**src/rtl/student_iis_clk_ctrl_if.sv**
```systemverilog
// student_iis_clk_ctrl_if
//   Bundles the IIS timing signals between the clock controller and the
//   audio path.
//   en_i        run request (level) into the controller
//   AC_MCLK     codec master clock
//   AC_BCLK     codec bit clock
//   AC_LRCLK    codec word clock, 0 = left, 1 = right
//   BCLK_Rise   one-cycle strobe, first cycle with AC_BCLK high
//   BCLK_Fall   one-cycle strobe, first cycle with AC_BCLK low
//   LRCLK_Rise  one-cycle strobe, first cycle with AC_LRCLK high
//   LRCLK_Fall  one-cycle strobe, first cycle with AC_LRCLK low
//   running_o   high while the serial clocks are active
//   master modport: the clock controller; slave modport: the consumer.
interface student_iis_clk_ctrl_if;
  logic en_i;
  logic AC_MCLK;
  logic AC_BCLK;
  logic AC_LRCLK;
  logic BCLK_Rise;
  logic BCLK_Fall;
  logic LRCLK_Rise;
  logic LRCLK_Fall;
  logic running_o;

  modport master (
    input  en_i,
    output AC_MCLK, AC_BCLK, AC_LRCLK,
    output BCLK_Rise, BCLK_Fall, LRCLK_Rise, LRCLK_Fall,
    output running_o
  );

  modport slave (
    output en_i,
    input  AC_MCLK, AC_BCLK, AC_LRCLK,
    input  BCLK_Rise, BCLK_Fall, LRCLK_Rise, LRCLK_Fall,
    input  running_o
  );
endinterface

```
**src/rtl/student_iis_clk_ctrl.sv**
```systemverilog
// student_iis_clk_ctrl
//   Timing master for the IIS audio path. Divides clk_i into MCLK, BCLK and
//   LRCLK, emits one-cycle edge strobes, and starts/stops the serial frame on
//   a frame boundary under control of en_i.
//   clk_i   system clock
//   rst_ni  asynchronous active-low reset
//   bus     master side of student_iis_clk_ctrl_if (en_i in, clocks,
//           strobes and running_o out; all outputs registered)
//
//   state | meaning
//   IDLE  | serial clocks parked low, counters cleared
//   RUN   | serial clocks running
//   DRAIN | clocks running, stop at the next end of the right channel
module student_iis_clk_ctrl #(
  parameter int MCLK_DIV    = 4,
  parameter int BCLK_DIV    = 16,
  parameter int BITS_PER_CH = 32
) (
  input  logic                   clk_i,
  input  logic                   rst_ni,
  student_iis_clk_ctrl_if.master bus
);

  localparam int MW = (MCLK_DIV    > 1) ? $clog2(MCLK_DIV)    : 1;
  localparam int DW = (BCLK_DIV    > 1) ? $clog2(BCLK_DIV)    : 1;
  localparam int BW = (BITS_PER_CH > 1) ? $clog2(BITS_PER_CH) : 1;

  localparam logic [MW-1:0] MCLK_LAST = MW'(MCLK_DIV - 1);
  localparam logic [DW-1:0] DIV_LAST  = DW'(BCLK_DIV - 1);
  localparam logic [BW-1:0] BIT_LAST  = BW'(BITS_PER_CH - 1);

  localparam logic [1:0] ST_IDLE  = 2'd0;
  localparam logic [1:0] ST_RUN   = 2'd1;
  localparam logic [1:0] ST_DRAIN = 2'd2;

  logic [1:0]    state, state_nxt;
  logic [MW-1:0] mclk_cnt;
  logic [DW-1:0] div_cnt;
  logic [BW-1:0] bit_cnt;
  logic          mclk, bclk, lrclk;
  logic          bclk_rise, bclk_fall, lrclk_rise, lrclk_fall;
  logic          running;

  logic div_wrap, bclk_rise_ev, bclk_fall_ev, lr_wrap, clear_serial;

  // MCLK is free-running whenever out of reset.
  always_ff @(posedge clk_i or negedge rst_ni) begin
    if (!rst_ni) begin
      mclk_cnt <= '0;
      mclk     <= 1'b0;
    end else if (mclk_cnt == MCLK_LAST) begin
      mclk_cnt <= '0;
      mclk     <= ~mclk;
    end else begin
      mclk_cnt <= mclk_cnt + 1'b1;
    end
  end

  // lrclk_fall is the registered strobe, so DRAIN leaves one cycle after the
  // end-of-frame edge has been driven onto the pins.
  always_comb begin
    state_nxt = state;
    case (state)
      ST_IDLE:  if (bus.en_i) state_nxt = ST_RUN;
      ST_RUN:   if (!bus.en_i) state_nxt = ST_DRAIN;
      ST_DRAIN: begin
        if (bus.en_i)        state_nxt = ST_RUN;
        else if (lrclk_fall) state_nxt = ST_IDLE;
      end
      default:  state_nxt = ST_IDLE;
    endcase
  end

  assign div_wrap     = (div_cnt == DIV_LAST);
  assign bclk_rise_ev = div_wrap & ~bclk;
  assign bclk_fall_ev = div_wrap &  bclk;
  assign lr_wrap      = bclk_fall_ev & (bit_cnt == BIT_LAST);
  // Clearing on state_nxt as well keeps the counters at zero from the very
  // first IDLE cycle, so a restart always begins from a clean frame.
  assign clear_serial = (state == ST_IDLE) || (state_nxt == ST_IDLE);

  always_ff @(posedge clk_i or negedge rst_ni) begin
    if (!rst_ni) begin
      state      <= ST_IDLE;
      running    <= 1'b0;
      div_cnt    <= '0;
      bit_cnt    <= '0;
      bclk       <= 1'b0;
      lrclk      <= 1'b0;
      bclk_rise  <= 1'b0;
      bclk_fall  <= 1'b0;
      lrclk_rise <= 1'b0;
      lrclk_fall <= 1'b0;
    end else begin
      state   <= state_nxt;
      running <= (state_nxt != ST_IDLE);
      if (clear_serial) begin
        div_cnt    <= '0;
        bit_cnt    <= '0;
        bclk       <= 1'b0;
        lrclk      <= 1'b0;
        bclk_rise  <= 1'b0;
        bclk_fall  <= 1'b0;
        lrclk_rise <= 1'b0;
        lrclk_fall <= 1'b0;
      end else begin
        div_cnt    <= div_wrap ? '0 : div_cnt + 1'b1;
        bclk       <= bclk ^ div_wrap;
        bclk_rise  <= bclk_rise_ev;
        bclk_fall  <= bclk_fall_ev;
        // LRCLK only moves on a BCLK fall, so the MSB follows one bit later.
        if (bclk_fall_ev)
          bit_cnt <= (bit_cnt == BIT_LAST) ? '0 : bit_cnt + 1'b1;
        lrclk      <= lrclk ^ lr_wrap;
        lrclk_rise <= lr_wrap & ~lrclk;
        lrclk_fall <= lr_wrap &  lrclk;
      end
    end
  end

  assign bus.AC_MCLK    = mclk;
  assign bus.AC_BCLK    = bclk;
  assign bus.AC_LRCLK   = lrclk;
  assign bus.BCLK_Rise  = bclk_rise;
  assign bus.BCLK_Fall  = bclk_fall;
  assign bus.LRCLK_Rise = lrclk_rise;
  assign bus.LRCLK_Fall = lrclk_fall;
  assign bus.running_o  = running;

endmodule
```
**src/flat_wrapper.sv**
```systemverilog
// flat-port wrapper written by rule: the top's interface ports become plain ports
module student_iis_clk_ctrl_flat 
#(
  parameter int MCLK_DIV    = 4,
  parameter int BCLK_DIV    = 16,
  parameter int BITS_PER_CH = 32
)
  (clk_i, rst_ni, bus_en_i, bus_AC_MCLK, bus_AC_BCLK, bus_AC_LRCLK, bus_BCLK_Rise, bus_BCLK_Fall, bus_LRCLK_Rise, bus_LRCLK_Fall, bus_running_o);
  student_iis_clk_ctrl_if bus_i ();
  input  logic clk_i;
  input  logic rst_ni;
  input wire logic [$bits(bus_i.en_i)-1:0] bus_en_i;
  output wire logic [$bits(bus_i.AC_MCLK)-1:0] bus_AC_MCLK;
  output wire logic [$bits(bus_i.AC_BCLK)-1:0] bus_AC_BCLK;
  output wire logic [$bits(bus_i.AC_LRCLK)-1:0] bus_AC_LRCLK;
  output wire logic [$bits(bus_i.BCLK_Rise)-1:0] bus_BCLK_Rise;
  output wire logic [$bits(bus_i.BCLK_Fall)-1:0] bus_BCLK_Fall;
  output wire logic [$bits(bus_i.LRCLK_Rise)-1:0] bus_LRCLK_Rise;
  output wire logic [$bits(bus_i.LRCLK_Fall)-1:0] bus_LRCLK_Fall;
  output wire logic [$bits(bus_i.running_o)-1:0] bus_running_o;
  assign bus_i.en_i = bus_en_i;
  assign bus_AC_MCLK = bus_i.AC_MCLK;
  assign bus_AC_BCLK = bus_i.AC_BCLK;
  assign bus_AC_LRCLK = bus_i.AC_LRCLK;
  assign bus_BCLK_Rise = bus_i.BCLK_Rise;
  assign bus_BCLK_Fall = bus_i.BCLK_Fall;
  assign bus_LRCLK_Rise = bus_i.LRCLK_Rise;
  assign bus_LRCLK_Fall = bus_i.LRCLK_Fall;
  assign bus_running_o = bus_i.running_o;
  student_iis_clk_ctrl #(.MCLK_DIV(MCLK_DIV), .BCLK_DIV(BCLK_DIV), .BITS_PER_CH(BITS_PER_CH)) u_core (.clk_i(clk_i), .rst_ni(rst_ni), .bus(bus_i));
endmodule
```
**config.mk**
```make
export PLATFORM = sky130hd
export DESIGN_NAME = student_iis_clk_ctrl_flat
export DESIGN_NICKNAME = d
export VERILOG_FILES = /design/src/rtl/student_iis_clk_ctrl_if.sv /design/src/rtl/student_iis_clk_ctrl.sv /design/src/flat_wrapper.sv
export SDC_FILE = /design/constraint.sdc
export NUM_CORES = 1
export LEC_CHECK = 0
export ABC_AREA = 1
export CORE_MARGIN = 3
export CORE_UTILIZATION = 50
export CTS_BUF_LIST = sky130_fd_sc_hd__clkbuf_16
export CTS_CLUSTER_DIAMETER = 120
export DETAILED_ROUTE_END_ITERATION = 10
export GPL_TIMING_DRIVEN = 0
export HOLD_SLACK_MARGIN = 0.12
export PLACE_DENSITY = 0.72
export SETUP_SLACK_MARGIN = 0.05
export SLEW_MARGIN = 20
export SYNTH_ARGS = -nofsm -noshare
export SYNTH_HDL_FRONTEND = slang
export SYNTH_SLANG_ARGS = --single-unit
export TNS_END_PERCENT = 10
```
**constraint.sdc**
```tcl
create_clock -name clk_i -period 2.4 [get_ports clk_i]
set_input_delay 0.36 -clock clk_i [delete_from_list [all_inputs] [get_ports clk_i]]
set_output_delay 0.36 -clock clk_i [all_outputs]
set_load 0.02 [all_outputs]
```
==> impl_summary.txt, run 1 <==
----------------------------------------------------
[Run status]
  Run status ... complete, no violations

[Layout]
  Ratio of cells with drive above 1 in the final layout ... 0.108
  Net count of the finished layout ... about 120
  Total inserted antenna cells ... 0
  Most frequent cells in the layout ... sky130_fd_sc_hd__dfrtp_1, sky130_fd_sc_hd__nand2_1, sky130_fd_sc_hd__nor2_1, sky130_fd_sc_hd__inv_1, sky130_fd_sc_hd__clkdlybuf4s50_1
  Most common cell after layout, fill and taps aside ... sky130_fd_sc_hd__dfrtp_1
  Non-filler instance count after layout ... 136
  Layout Area Growth over Synthesis ... 22.0%
  Total of fill cells in the finished design ... around 150

[Synth]
  Seq/Total Area, Yosys ... 0.546
  Post-Synthesis Cells ... 97
  Syn Nets ... ~110
  Cell Area, Synth ... 962 um^2
  Portion of synthesized cell area occupied by the leading cell type ... 0.546
  Number of unique standard cell types used by synthesis ... 20
  Average cell area after synthesis ... 9.92 um^2
  Top cells by area in the synthesized netlist ... sky130_fd_sc_hd__dfrtp_1, sky130_fd_sc_hd__ha_1, sky130_fd_sc_hd__nand2_1
  Flops & latches, synth ... 21
  Number of warning messages in the yosys log ... 0
  Largest area contributor in the netlist ... sky130_fd_sc_hd__dfrtp_1

[Die]
  Total die area ... 0.00249 mm^2
  Starting utilization of the core area ... 0.545
  Top Ports ... 11
  Core Area ... 0.00176 mm^2
  Chip width ... roughly 50 um
  Die Height ... 49.9 um
  Standard-cell row count ... 15

[Timing]
  Final Cycle Share ... 0.748
  Max frequency ... 557 MHz
  Post-route setup slack ... just over 600 ps
  Final-report hold violation count ... 0
  Max Clock Skew ... between 2 and 2.5 ps
  # setup viols final ... 0
  Headroom to the max-slew limit ... 0.402
  Pins over their slew limit ... 0
  Minimum clock period ... around 1800 ps
  Slew at the pin with the worst max-slew slack ... 894 ps
  WHS ... 432 ps
  RSZ-0062 raised after global routing ... false
  Aggregate negative setup slack ... 0 ps

[Clocking]
  CTS sink count ... 21
  Clock-pin slew of the registers on the worst-case setup and hold paths ... 50 ps
  Gates resized, CTS repair ... 0
  Hold buffers post-CTS ... 0
  CTS Buffer Depth ... 2
  Post-CTS Setup Repair Bufs ... 0
  Clock tree from TritonCTS ... done
  H-tree level count ... 1
  Number of CTS-inserted buffers ... 3
  Clock latency reported for the late side of the worst-skew pair ... 250 ps
  Clk root buf ... sky130_fd_sc_hd__clkbuf_16

[Routing]
  Antenna Nets Post-Route ... 0
  Detailed-route DRC error count ... 0
  Number of vias per cell after detailed routing ... 4.93
  First-pass DRT Iterations ... 4
  Routed Wire Length ... 1.55 mm
  Wirelength per Cell ... around 11 um
  First-iteration detailed-routing DRC count ... 12
  Via count ... 671

[Worst setup path]
  Register-to-register setup slack ... 610 ps
  Dominant cell type by count on the critical path ... sky130_fd_sc_hd__ha_1
  Reg2reg path depth ... 8
  Crit end category ... flip-flop
  Data arrival time of the worst path ... 1980 ps
  Capture point of the critical path ... u_core.bus.AC_LRCLK
  R2r startpoint ... u_core.div_cnt[0]
  Category of the critical setup timing path ... reg2reg
  WP data required ... 2590 ps
  Critical path startpoint category ... flip-flop
  Critical-path maximum fanout ... 7
  Crit path from ... u_core.div_cnt[0]
  Delay contributed by the slowest stage of the critical path ... 390 ps
  Crit Reg-Reg Endpoint ... u_core.bus.AC_LRCLK
  Crit path max-delay cell type ... sky130_fd_sc_hd__dfrtp_1
  Worst Path Buf+Inv ... 1
  Cell chain of the critical path ... ha_1 -> nand2_1 -> nor2_1 -> ha_1 -> nand2_1 -> inv_1 -> ha_1 -> nor2_1
  CP delay by family, top ... adder cells
  Cell count along the critical path ... 8

[Placement]
  HPWL reported at the end of detailed placement ... 1.08 mm
  Number of placed cells counting well taps ... 132
  Weighted congestion at the end of routability-driven global placement ... 0.820
  Count of input and output buffers ... 10
  Worst-case setup slack after placement ... 647 ps

[Pwr]
  Power share of the combinational group ... 0.089
  Internal Dissipation ... 0.620 mW
  Power per cell area ... 678 mW/mm^2
  Switching Fraction ... 0.221
  Share of power burned in the clock network ... 0.432
  Net switching power ... 0.176 mW
  Sequential share of power ... 0.479
  Static leakage power ... 0.591 nW
  Maximum vdd ir drop ... ~0.00044 V

[Run]
  Number of violations of the max-capacitance limit ... 0

[Global routing]
  Global-route wire length before repair ... 2.84 mm
  Number of global-route vias before repair ... a little under 700
  Total grt overflow ... 0
  Largest net degree at the start of global routing ... 22
  Initial antenna violation count ... 0
  Global-route total usage across every layer ... 0.149

[Min path]
  Worst min path class ... reg2reg

----------------------------------------------------
-- area by class of cell --
| cell class | instances | area (um^2) | area share |
|---|---|---|---|
| Clock buffer | 3 | 75.1 | 0.0640 |
| Timing Repair Buffer | 10 | 100 | 0.0853 |
| Inverter | 15 | 56.3 | 0.0480 |
| Clock inverter | 1 | 5.00 | 0.00426 |
| Buffer | 1 | 11.3 | 0.00959 |
| Sequential cell | 21 | 526 | 0.448 |
| Tap cell | 25 | 31.3 | 0.0267 |
| Multi-Input combinational cell | 60 | 369 | 0.314 |
-- cells by family after synthesis --
group	share of synthesized area
DFF	0.546
xor gates and xnor gates	0.0182
buffers and inverters	0.0702
adders and majority gates	0.104
and+or+nand+nor	0.225
AOI/OAI and AO/OA	0.0364
-- sequential cells by signal, indices dropped and copies added (netlist names), 2 cells and up --
register and flops:
u_core.bit_cnt 5, u_core.state 2, u_core.div_cnt 4, u_core.mclk_cnt 2
-- Yosys cell counts (all sizes together) --
cell type	n
a21oi	2
buf	1
dfrtp	21
ha	8
inv	15
nand2	19
nand3	2
nand4	5
nor2	15
nor3	2
nor3b	2
o211ai	1
o21ai	1
o21bai	1
xor2	2
-- power groups by stage --
stage	combinational [mW]	clock, mW	sequential (mW)
2_1_floorplan	0.0462	0	0.387
3_3_place_gp	0.0699	0	0.385
3_5_place_dp	0.0728	0	0.387
4_1_cts	0.0731	0.348	0.381
5_1_grt	0.0809	0.365	0.382
6_report	0.0711	0.343	0.381
-- per-stage QoR --
stage / cell area [um^2] / total power [mW] / utilization
after floorplan: 962 / 0.433 / -
after global placement: 1090 / 0.455 / 0.620
after detailed placement: 1090 / 0.460 / 0.620
after CTS: 1170 / 0.803 / 0.665
after global routing: 1170 / 0.828 / 0.665
final: 1170 / 0.795 / 0.665
-- metal layers --
layer	up-vias	track usage	wire length (um)	part of all wire
li1	334	-	-	-
met1	315	0.190	765	0.49
met2	18	0.229	677	0.44
met3	4	0.0332	84	0.054
met4	0	0.0876	24	0.015
met5	-	0	0	0
-- worst register-to-register path, stage by stage (launching register included) --
cell and delay, ps:
sky130_fd_sc_hd__dfrtp_1 390, sky130_fd_sc_hd__ha_1 180, sky130_fd_sc_hd__nand2_1 70, sky130_fd_sc_hd__nor2_1 240
sky130_fd_sc_hd__ha_1 380, sky130_fd_sc_hd__nand2_1 80, sky130_fd_sc_hd__inv_1 80, sky130_fd_sc_hd__ha_1 220
sky130_fd_sc_hd__nor2_1 90
-- worst min path at each step --
stage,start,endpoint,cells past startpoint
final,u_core.mclk_cnt[0],u_core.mclk_cnt[0],1
after detailed placement,u_core.mclk_cnt[0],u_core.mclk_cnt[0],1
after global placement,u_core.mclk_cnt[0],u_core.mclk_cnt[0],1
after global routing,u_core.mclk_cnt[0],u_core.mclk_cnt[0],1
after CTS,u_core.mclk_cnt[0],u_core.mclk_cnt[0],1
after floorplan,rst_ni,u_core.bit_cnt[0],0
Power figures use the tool's default switching activity.
==> run 2: changes to the inputs <==
- clock period: 2.4 -> 1.76 ns (I/O delays scaled with it)
==> impl_summary.txt, run 2 (synthesis results as in run 1) <==
----------------------------------------------------
[Worst setup path]
  WP data required ... 1950 ps
  Critical-path maximum fanout ... 7
  Crit end category ... flip-flop
  Data arrival time of the worst path ... between 1500 and 2000 ps
  Register-to-register setup slack ... 160 ps
  Category of the critical setup timing path ... reg2reg
  Critical path startpoint category ... flip-flop

[Placement]
  Weighted congestion at the end of routability-driven global placement ... 0.820
  Number of placed cells counting well taps ... between 100 and 150
  HPWL reported at the end of detailed placement ... 1.08 mm
  Count of input and output buffers ... 10

[Global routing]
  Global-route total usage across every layer ... 0.151
  Global-route wire length before repair ... ~2.9 mm
  Largest net degree at the start of global routing ... 22
  Initial antenna violation count ... 0
  Number of global-route vias before repair ... 690
  Total grt overflow ... 0

[Layout]
  Total inserted antenna cells ... 0
  Number of flip-flops in the largest register ... 5
  Layout Area Growth over Synthesis ... 23.5%
  Non-filler instance count after layout ... 136
  Top flop regs ... u_core.bit_cnt (5), u_core.div_cnt (4)
  Biggest register ... u_core.bit_cnt
  Most common cell after layout, fill and taps aside ... sky130_fd_sc_hd__dfrtp_1
  Ratio of cells with drive above 1 in the final layout ... 0.126
  Most frequent cells in the layout ... sky130_fd_sc_hd__dfrtp_1, sky130_fd_sc_hd__nand2_1, sky130_fd_sc_hd__inv_1, sky130_fd_sc_hd__nor2_1, sky130_fd_sc_hd__clkdlybuf4s50_1
  Net count of the finished layout ... ~120

[Clocking]
  H-tree level count ... 1
  Number of CTS-inserted buffers ... 3
  Post-CTS Setup Repair Bufs ... 0
  CTS Buffer Depth ... 2
  Clock-pin slew of the registers on the worst-case setup and hold paths ... 60 ps
  Clock tree from TritonCTS ... done
  Clk root buf ... sky130_fd_sc_hd__clkbuf_16
  Hold buffers post-CTS ... 0
  Clock latency reported for the late side of the worst-skew pair ... 250 ps
  CTS sink count ... 21

[Die]
  Total die area ... about 0.0025 mm^2
  Standard-cell row count ... 15
  Chip width ... 49.9 um
  Top Ports ... 11
  Core Area ... 0.00176 mm^2
  Die Height ... 49.9 um
  Starting utilization of the core area ... 0.545

[Routing]
  First-pass DRT Iterations ... 4
  Wirelength per Cell ... 11.6 um
  First-iteration detailed-routing DRC count ... 8
  Via count ... 674
  Routed Wire Length ... 1.57 mm
  Antenna Nets Post-Route ... 0
  Detailed-route DRC error count ... 0
  Number of vias per cell after detailed routing ... 4.96

[Timing]
  Aggregate negative setup slack ... 0 ps
  Headroom to the max-slew limit ... 0.407
  Pins over their slew limit ... 0
  Minimum clock period ... ~1600 ps
  Max frequency ... 624 MHz
  Final-report hold violation count ... 0
  Final Cycle Share ... 0.910
  # setup viols final ... 0
  Max Clock Skew ... roughly 2.0 ps
  RSZ-0062 raised after global routing ... false
  Slew at the pin with the worst max-slew slack ... 886 ps

[Run]
  Number of violations of the max-capacitance limit ... 0

[Min path]
  Worst min path class ... reg2reg

[Pwr]
  Power per cell area ... 915 mW/mm^2
  Static leakage power ... 0.588 nW
  Maximum vdd ir drop ... around 0.0006 V

[Run status]
  Run status ... complete, no violations

----------------------------------------------------
==> run 2: cell counts in the layout (fill, tap and decap cells not counted) <==
Identical to the previous run, type by type.
==> run 2: repair_timing <==
action | CTS | global route
pin swaps | 1 | 0
resized for setup | 2 | 1
setup endpoints to repair | 3 | 3
==> run 2: report_power, final <==
| group | total (mW) | leakage [nW] | internal [mW] | switching, mW |
|---|---|---|---|---|
| clock network | 0.471 | 0.0409 | 0.305 | 0.166 |
| logic | 0.0969 | 0.266 | 0.0362 | 0.0606 |
| registers | 0.519 | 0.281 | 0.504 | 0.0152 |
| total | 1.09 | 0.588 | 0.845 | 0.242 |
==> run 2: worst max-delay path, cell delays in order, from the launching register on <==
cell and delay (ps):
sky130_fd_sc_hd__dfrtp_1 390, sky130_fd_sc_hd__ha_1 180, sky130_fd_sc_hd__nand2_1 80, sky130_fd_sc_hd__nor2_2 220, sky130_fd_sc_hd__ha_4 220, sky130_fd_sc_hd__nand2_1 60
sky130_fd_sc_hd__inv_1 80, sky130_fd_sc_hd__ha_1 220, sky130_fd_sc_hd__nor2_1 90
==> run 2: area by class of cell <==
type	instances	area (um^2)
timing repair buffer	10	100
buffer	1	11.3
sequential	21	526
clock buffer	3	75.1
multi-input combinational	60	384
inverter	15	56.3
fill	150	576
tap	25	31.3
clock inverter	1	5.00
==> run 2: layer usage <==
layer	up-vias	GRT usage	wire length, um	part of all wire
li1	332	-	-	-
met1	318	0.190	747	0.48
met2	20	0.236	707	0.45
met3	4	0.0332	92	0.059
met4	0	0.0876	25	0.016
met5	-	0	0	0
==> run 2: metrics by stage <==
step	power [mW]	cell area (um^2)	hold slack [ps]	util	setup WS, ps
after floorplan	0.590	962	-31.6	-	240
after CTS	1.09	1180	440	0.668	113
after global routing	1.13	1190	472	0.674	54.6
after detailed placement	0.627	1090	433	0.620	6.76
after global placement	0.621	1090	414	0.620	80.6
final	1.09	1190	432	0.674	158
==> run 2: worst paths after layout <==
check                                           end                from  depth (start not counted)
worst min register to register   u_core.mclk_cnt[0]  u_core.mclk_cnt[0]                          1
max in group asynchronous           u_core.state[1]              rst_ni                          1
worst max-delay path            u_core.bus.AC_LRCLK   u_core.div_cnt[0]                          8
worst min-delay path             u_core.mclk_cnt[0]  u_core.mclk_cnt[0]                          1
min in group asynchronous         u_core.div_cnt[0]              rst_ni                          1
worst max register to register  u_core.bus.AC_LRCLK   u_core.div_cnt[0]                          8
==> run 3: changes to the inputs <==
- CORE_MARGIN: 3 -> default
- TNS_END_PERCENT: 10 -> 30
==> impl_summary.txt, run 3 (synthesis results as in run 1) <==
----------------------------------------------------
[Timing]
  # setup viols final ... 0
  Slew at the pin with the worst max-slew slack ... 900 ps
  Minimum clock period ... 1570 ps
  Max Clock Skew ... 2.82 ps
  Final Cycle Share ... 0.894
  Headroom to the max-slew limit ... 0.398
  Max frequency ... approximately 640 MHz
  Pins over their slew limit ... 0
  RSZ-0062 raised after global routing ... false
  Final-report hold violation count ... 0
  Aggregate negative setup slack ... 0 ps

[Worst setup path]
  Worst Path Buf+Inv ... 1
  Register-to-register setup slack ... 220 ps
  Crit end category ... output port
  Category of the critical setup timing path ... reg2out
  Delay contributed by the slowest stage of the critical path ... between 600 and 700 ps
  Cell chain of the critical path ... clkdlybuf4s50_1
  Crit path max-delay cell type ... sky130_fd_sc_hd__clkdlybuf4s50_1
  CP delay by family, top ... buffers and inverters
  WP data required ... around 1500 ps
  Data arrival time of the worst path ... about 1300 ps
  Critical-path maximum fanout ... 3
  Critical path startpoint category ... flip-flop

[Die]
  Top Ports ... 11
  Die Height ... 45.9 um
  Core Area ... ~0.0018 mm^2
  Starting utilization of the core area ... 0.545
  Chip width ... 45.9 um
  Total die area ... between 0.002 and 0.0025 mm^2
  Standard-cell row count ... 15

[Clocking]
  H-tree level count ... 1
  Hold buffers post-CTS ... 0
  CTS Buffer Depth ... 2
  Clock-pin slew of the registers on the worst-case setup and hold paths ... 60 ps
  Clock tree from TritonCTS ... done
  Number of CTS-inserted buffers ... 3
  CTS sink count ... 21
  Clock latency reported for the late side of the worst-skew pair ... 250 ps
  Clk root buf ... sky130_fd_sc_hd__clkbuf_16

[Routing]
  Number of vias per cell after detailed routing ... 4.89
  First-pass DRT Iterations ... 4
  Wirelength per Cell ... 11.5 um
  Via count ... 670
  First-iteration detailed-routing DRC count ... 14
  Antenna Nets Post-Route ... 0
  Routed Wire Length ... approximately 1.6 mm
  Detailed-route DRC error count ... 0

[Pwr]
  Maximum vdd ir drop ... 0.000559 V
  Sequential share of power ... 0.476
  Net switching power ... approximately 0.24 mW
  Power per cell area ... 906 mW/mm^2
  Power share of the combinational group ... 0.090
  Switching Fraction ... 0.223
  Share of power burned in the clock network ... 0.434
  Static leakage power ... between 0.5 and 0.6 nW
  Internal Dissipation ... about 0.85 mW

[Global routing]
  Initial antenna violation count ... 0
  Global-route total usage across every layer ... 0.178
  Total grt overflow ... 0
  Largest net degree at the start of global routing ... 22
  Global-route wire length before repair ... approximately 2.5 mm
  Number of global-route vias before repair ... roughly 580

[Placement]
  Count of input and output buffers ... 10
  Weighted congestion at the end of routability-driven global placement ... around 0.82
  Total placed instance area ... 0.00109 mm^2
  HPWL reported at the end of detailed placement ... 1.09 mm

[Layout]
  Net count of the finished layout ... 124
  Util after Layout ... 0.682
  Most common cell after layout, fill and taps aside ... sky130_fd_sc_hd__dfrtp_1
  Most frequent cells in the layout ... sky130_fd_sc_hd__dfrtp_1, sky130_fd_sc_hd__nand2_1, sky130_fd_sc_hd__inv_1, sky130_fd_sc_hd__nor2_1, sky130_fd_sc_hd__clkdlybuf4s50_1
  Top flop regs ... u_core.bit_cnt (5), u_core.div_cnt (4)
  Number of flip-flops in the largest register ... 5
  Biggest register ... u_core.bit_cnt
  Final cell area excluding filler cells ... 0.00120 mm^2
  Total inserted antenna cells ... 0
  Total of fill cells in the finished design ... roughly 140
  Layout Area Growth over Synthesis ... 25.1%
  Ratio of cells with drive above 1 in the final layout ... 0.134

[Run]
  Number of violations of the max-capacitance limit ... 0

[Min path]
  Worst min path class ... reg2reg

[Run status]
  Run status ... complete, no violations

----------------------------------------------------
## run 3: cell types whose count changed in the layout (fill, tap and decap cells not counted), sizes merged
cell	change
clkinvlp	+1
buf	+1
clkinv	-1
## run 3: metal layers
metal  wire length [um]  track usage  vias up  share of wire
li1                   -            -      334              -
met4                 23       0.0941        0          0.015
met5                  0            0        -              0
met1                757        0.250      314           0.48
met2                713        0.254       18           0.45
met3                 76       0.0397        4          0.048
## run 3: final timing paths
kind | end | start | depth (start not counted)
setup / recovery | bus_AC_BCLK | u_core.bus.AC_BCLK | 1
hold / removal | u_core.mclk_cnt[0] | u_core.mclk_cnt[0] | 1
setup reg to reg | u_core.bus.AC_LRCLK | u_core.bit_cnt[0] | 8
hold reg to reg | u_core.mclk_cnt[0] | u_core.mclk_cnt[0] | 1
max in group asynchronous | u_core.bus.running_o | rst_ni | 1
min in group asynchronous | u_core.div_cnt[0] | rst_ni | 1
## run 3: cell type report
class,instances,area (um^2),share of cell area
sequential,21,526,0.437
multi-input combinational,60,389,0.323
timing repair buffer,11,108,0.0894
clock buffer,3,75.1,0.0624
inverter,15,56.3,0.0468
tap,25,31.3,0.0260
buffer,1,11.3,0.00936
clock inverter,1,7.51,0.00624
## run 3: power by group through the flow
stage / logic [mW] / clock network (mW) / registers [mW]
after floorplan: 0.0630 / 0 / 0.527
after global placement: 0.0951 / 0 / 0.525
after detailed placement: 0.100 / 0 / 0.527
after CTS: 0.100 / 0.482 / 0.519
after global routing: 0.113 / 0.505 / 0.521
final: 0.0985 / 0.473 / 0.519
## run 3: stage by stage
stage | setup slack [ps] | power [mW] | cells | hold slack (ps)
after floorplan | 240 | 0.590 | 97 | -31.6
after global placement | 80.9 | 0.621 | 132 | 415
after detailed placement | 17.8 | 0.628 | 132 | 424
after CTS | 119 | 1.10 | 136 | 431
after global routing | 66.8 | 1.14 | 137 | 449
final | 187 | 1.09 | 137 | 428
## run 3: what timing repair did
item / 4_1_cts / 5_1_grt
pin swaps: 0 / 1
resized for setup: 2 / 2
setup endpoints to repair: 3 / 3
setup buffers: 0 / 1
